### src/rtl/four_bit_adder_reg.sv
// Registered ripple-carry adder with carry in/out and status flags.
// One cycle of latency; outputs hold while in_valid is low.
module four_bit_adder_reg #(
    parameter int WIDTH = 4
) (
    input  logic             clk,
    input  logic             rst_n,
    input  logic             in_valid,
    input  logic [WIDTH-1:0] a,
    input  logic [WIDTH-1:0] b,
    input  logic             cin,
    output logic [WIDTH-1:0] s,
    output logic             cout,
    output logic             out_valid,
    output logic             zero,
    output logic             ovf
);

    // c[i] is the carry into bit i; c[WIDTH] leaves the MSB
    logic [WIDTH:0]   c;
    logic [WIDTH-1:0] sum_c;
    logic [WIDTH-1:0] p;
    logic [WIDTH-1:0] g;
    logic             zero_c;
    logic             ovf_c;

    assign c[0] = cin;

    // Full-adder cells chained LSB to MSB
    for (genvar i = 0; i < WIDTH; i++) begin : g_cell
        assign p[i]     = a[i] ^ b[i];
        assign g[i]     = a[i] & b[i];
        assign sum_c[i] = p[i] ^ c[i];
        assign c[i+1]   = g[i] | (c[i] & p[i]);
    end

    // Flags come from the sum that is about to be registered
    assign zero_c = (sum_c == '0);
    assign ovf_c  = c[WIDTH] ^ c[WIDTH-1];

    // Capture result on accepted operands, otherwise hold
    always_ff @(posedge clk or negedge rst_n) begin
        if (!rst_n) begin
            s    <= '0;
            cout <= 1'b0;
            zero <= 1'b1;
            ovf  <= 1'b0;
        end else if (in_valid) begin
            s    <= sum_c;
            cout <= c[WIDTH];
            zero <= zero_c;
            ovf  <= ovf_c;
        end
    end

    // Valid qualifier follows in_valid by one cycle
    always_ff @(posedge clk or negedge rst_n) begin
        if (!rst_n) begin
            out_valid <= 1'b0;
        end else begin
            out_valid <= in_valid;
        end
    end

endmodule

### config.mk
export PLATFORM = sky130hd
export DESIGN_NAME = four_bit_adder_reg
export DESIGN_NICKNAME = d
export VERILOG_FILES = /design/src/rtl/four_bit_adder_reg.sv
export SDC_FILE = /design/constraint.sdc
export NUM_CORES = 1
export LEC_CHECK = 0
export ABC_AREA = 1
export BUFFER_PORTS_ARGS = -buffer_cell sky130_fd_sc_hd__buf_2
export CORE_AREA = 2 2 39 41
export CTS_CLUSTER_DIAMETER = 80
export CTS_CLUSTER_SIZE = 30
export DETAILED_ROUTE_END_ITERATION = 6
export DIE_AREA = 0 0 41 43
export SYNTH_ARGS = -nofsm -noshare
export SYNTH_HDL_FRONTEND = slang
export SYNTH_SLANG_ARGS = --single-unit
### constraint.sdc
create_clock -name clk -period 0.96 [get_ports clk]
set_input_delay 0.144 -clock clk [delete_from_list [all_inputs] [get_ports clk]]
set_output_delay 0.144 -clock clk [all_outputs]
set_load 0.005 [all_outputs]
# Yosys cells after proc, flatten, opt, wreduce, memory -nomap -nowiden
# Index checks and enable logic that the tools add are counted.
[totals]
wordCells = 27
input_bits = 12
ff_bits = 8
[op_classes]
n_reduce_logical = 1
bitwise_logic = 21
[op_table]
columns = ["op", "count"]
rows = [
  ["$xor A1 B1 Y1", 9],
  ["$and A1 B1 Y1", 8],
  ["$logic_not A4 Y1", 1],
  ["$or A1 B1 Y1", 4],
]

# Depth between registers and ports, before layout
[logic_depth]
ltp_word = 10
depth_mapped = 9
mapped_depth_nobuf = 9

# Worst setup path after synthesis
# OpenSTA, ideal clock, no wires.
[synth_timing]
kind = "in2reg"
from = "in a[0]"
to = "reg zero"
n_path_buf = 0
path_stages = 9
required_time_ps = 884
slack_ps = -1129
t_arrival_ps = 2013
setup_ps = 76
cell_sequence = "fa_1 -> fa_1 -> fa_1 -> inv_1 -> fa_1 -> inv_1 -> nor2_1 -> nand3_1 -> nand2_1"
[synth_between]
elab_chain_len = 9
[synth_lines]
columns = ["element", "line", "text"]
rows = [
  ["from (decl)", "9", "input logic [WIDTH-1:0] a,"],
  ["$xor A1 B1 Y1", "31", "assign p[i] = a[i] ^ b[i];"],
  ["$and A1 B1 Y1", "34", "assign c[i+1] = g[i] | (c[i] & p[i]);"],
  ["$or A1 B1 Y1", "34", ""],
  ["$and A1 B1 Y1", "34", ""],
  ["$or A1 B1 Y1", "34", ""],
  ["$and A1 B1 Y1", "34", ""],
  ["$or A1 B1 Y1", "34", ""],
  ["$xor A1 B1 Y1", "33", "assign sum_c[i] = p[i] ^ c[i];"],
  ["$logic_not A4 Y1 (*)", "38", "assign zero_c = (sum_c == '0);"],
  ["to (signal assigned)", "51", "zero <= zero_c;"],
  ["to (decl)", "15", "output logic zero,"],
]
# Every way passes the cells marked *; elsewhere a longest branch is shown, timed or not.
# A chain may end at the register's enable or synchronous reset.

# Worst setup path in the final report
[layout_timing]
from = "in cin"
to = "reg zero"
[layout_between]
elab_chain_len = 8
[layout_lines]
columns = ["element", "line", "text"]
rows = [
  ["from (decl)", "11", "input logic cin,"],
  ["$and A1 B1 Y1", "34", ""],
  ["$or A1 B1 Y1", "34", ""],
  ["$and A1 B1 Y1", "34", ""],
  ["$or A1 B1 Y1", "34", ""],
  ["$and A1 B1 Y1", "34", ""],
  ["$or A1 B1 Y1", "34", ""],
  ["$xor A1 B1 Y1", "33", ""],
  ["$logic_not A4 Y1 (*)", "38", ""],
]
# Marks and branches as above.

==> results.py <==
metrics = {
    "logic_synthesis": {
        "yosysMostFrequentCell": "nand2_1",
        "syn_inst": 41,
        "synth_fp_nets": 57,
        "synth-edff-count": 0,
        "synth_area_sq_um": 399,
        "yosysTopAreaCellShare": 0.439,
        "yosys-top-cells-area": "dfrtp_1 (44%), fa_1 (20%), nand2_1 (16%)",
        "ys_warn_count": 0,
        "ys_types": 10,
        "yosysTopAreaCell": "dfrtp_1",
        "async_flop_share": 1.00,
        "synthFlopType": "dfrtp_1",
        "ys_ff_latch": 8,
        "avgSynthCellArea_sq_um": 9.73,
        "synthTopCellsByCount": "nand2_1 (17), dfrtp_1 (7), inv_1 (5)",
        "yosysSeqAreaShare": 0.505,
    },
    "worst_setup_path": {
        "path_max_fanout": 2,
        "crit_start": "cin",
        "slowest_stage": "fa_1",
        "cp_common_cell": "fa_2",
        "endpoint_kind": "flip-flop",
        "reg2regPathDepth": 2,
        "start_kind": "input port",
        "slowest_delay_ns": 0.42,
        "cp_cell_sequence": "buf_6 -> fa_2 -> fa_2 -> fa_2 -> inv_2 -> fa_1 -> inv_1 -> nor2_1 -> nand3_1 -> nand2_1",
        "critPathKind": "input port to flip-flop",
        "rr_startpoint": "zero",
        "reg2reg_slack_ns": 0.26,
        "critPathRequiredTime_ns": 1.14,
        "arrival_ns": 2.04,
    },
    "sta": {
        "hold_viol": 0,
        "fin_tns_setup_ns": -3.68,
        "relSlewSlack": 0.885,
        "slew_violations": 0,
        "fin_ws_ns": -0.897,
        "clock-skew-final_ns": 0,
        "fmax_mhz": 539,
        "fin_crit_sh": 1.93,
        "worst_pin_slew_ns": 0.172,
        "min_period_ns": 1.86,
        "setup_viol": 7,
        "grt_setup_unrepaired": "yes",
    },
    "clock_tree": {
        "clockBufferDepth": 2,
        "cts_root_buf": "clkbuf_4",
        "cts_sinks": 8,
        "cts_max_level": 1,
        "clkLatencyLatePin_ns": 0.26,
        "cts_buffers": 3,
        "cts_tree": "yes",
        "clk_pin_slew_ns": 0.05,
    },
    "cells_and_area": {
        "drive_gt1_frac": 0.493,
        "num_antenna_cells": 0,
        "final_nets": 86,
        "final_core_util": 0.437,
        "n_fill_cell": 139,
        "area_growth_pct": 51.4,
    },
    "min_path": {
        "hold_class": "input port to flip-flop",
        "min_from": "in_valid",
        "hold-path-cell-count": 1,
    },
    "placement": {
        "gp_congestion": 0.709,
        "port_buffers": 19,
        "dpl.hpwl_um": 628,
        "dp_slack_ns": -1.27,
    },
    "routing": {
        "drc": 0,
        "detail-route-antenna-nets": 0,
        "vias": 348,
        "drt-total-wl_um": 782,
        "viasPerCell": 4.09,
        "drt_first_pass_iters": 4,
        "wire_per_inst_um": 9.20,
        "drtIter0Drc": 10,
    },
    "power": {
        "power.leakage_nw": 0.331,
        "vdd_drop_max_mv": 0.608,
        "powerDensity_mw_per_mm2": 1550,
    },
    "floorplanning": {
        "initial_core_util": 0.288,
        "core_area_sq_mm": 0.00138,
        "io_pins": 20,
        "num_rows": 14,
        "dieHeight_um": 43,
        "die_area_sq_mm": 0.00176,
        "die_w_um": 41,
    },
    "global_route": {
        "grt_max_degree": 10,
        "grt_pass1_wl_um": 1280,
        "antenna_found_initial": 0,
        "overflow": 0,
        "grt_pass1_vias": 323,
        "grt_use_total": 0.113,
    },
    "outcome": {
        "status": "finished, violations left",
        "violations": "setup timing",
    },
    "job": {
        "cap_violations": 0,
    },
}
==> final cells by class <==
| type | instances | area, sq um | share of cell area |
|---|---|---|---|
| inverters | 6 | 22.5 | 0.0373 |
| repair buffers | 24 | 148 | 0.244 |
| clock buffers | 4 | 26.3 | 0.0435 |
| well taps | 16 | 20.0 | 0.0331 |
| flip-flops and latches | 8 | 201 | 0.333 |
| multi-input cells | 27 | 186 | 0.308 |
==> final timing paths <==
kind,endpoint
hold reg to reg,zero
min in group asynchronous,s[3]
setup reg to reg,zero
max in group asynchronous,zero
setup / recovery,zero
hold / removal,out_valid
==> cell families after synthesis <==
logic type      Yosys count  share of synthesized area
buf+inv                   6                     0.0564
compound gates            2                     0.0345
simple gates             21                      0.204
fa+ha+maj                 4                      0.201
flops                     8                      0.505
==> critical path, delay by kind of cell <==
family        cells  cell delay [ns]
fa+ha+maj         4             1.50
buf+inv           3             0.23
simple gates      3             0.17
==> sequential cells by signal, indices dropped and copies added (netlist names) <==
| name | flops |
|---|---|
| out_valid | 1 |
| cout | 1 |
| s | 4 |
| zero | 1 |
| ovf | 1 |
==> timing repair <==
| action | 4_1_cts | 5_1_grt |
|---|---|---|
| setup buffers | 1 | 2 |
| endpoints found under the hold margin | 8 | 0 |
| endpoints found under the setup margin | 7 | 7 |
| resized for setup | 1 | 2 |
| hold buffers | 1 | 0 |
| pin swaps | 8 | 3 |
==> per-stage QoR <==
step | area [sq um] | hold WS (ns) | power (mW) | cells
3_5_place_dp | 529 | -0.0103 | 0.636 | 77
5_1_grt | 604 | 0.0918 | 1.01 | 85
6_report | 604 | 0.0955 | 0.937 | 85
2_1_floorplan | 407 | -0.152 | 0.527 | 41
4_1_cts | 579 | 0.0885 | 0.926 | 83
3_3_place_gp | 529 | -0.00838 | 0.630 | 77
==> where the power goes <==
group / switching (mW) / leakage [nW] / internal, mW
clock: 0.116 / 0.0150 / 0.159
sequential: 0.0231 / 0.0949 / 0.387
combinational: 0.115 / 0.221 / 0.137
==> placed cells by master (no fill, tap or decap) <==
cell / synthesis / routed
clkbuf_4: 0 / 3
dfrtp_1: 7 / 7
buf_6: 0 / 2
dfstp_2: 1 / 1
buf_4: 0 / 4
nand2_1: 17 / 17
inv_2: 1 / 2
dlygate4sd3_1: 0 / 1
nand3_1: 2 / 2
clkbuf_1: 0 / 1
fa_1: 4 / 1
inv_1: 5 / 4
fa_2: 0 / 3
o21ai_2: 1 / 2
nor2_1: 2 / 2
buf_2: 0 / 17
==> layer usage <==
| metal | vias to the layer above | share of wire | global-route usage |
|---|---|---|---|
| li1 | 178 | - | - |
| met1 | 149 | 0.44 | 0.148 |
| met2 | 17 | 0.44 | 0.138 |
| met3 | 4 | 0.090 | 0.0419 |
| met4 | 0 | 0.029 | 0.100 |
| met5 | - | 0 | 0 |
Power figures use the tool's default switching activity.
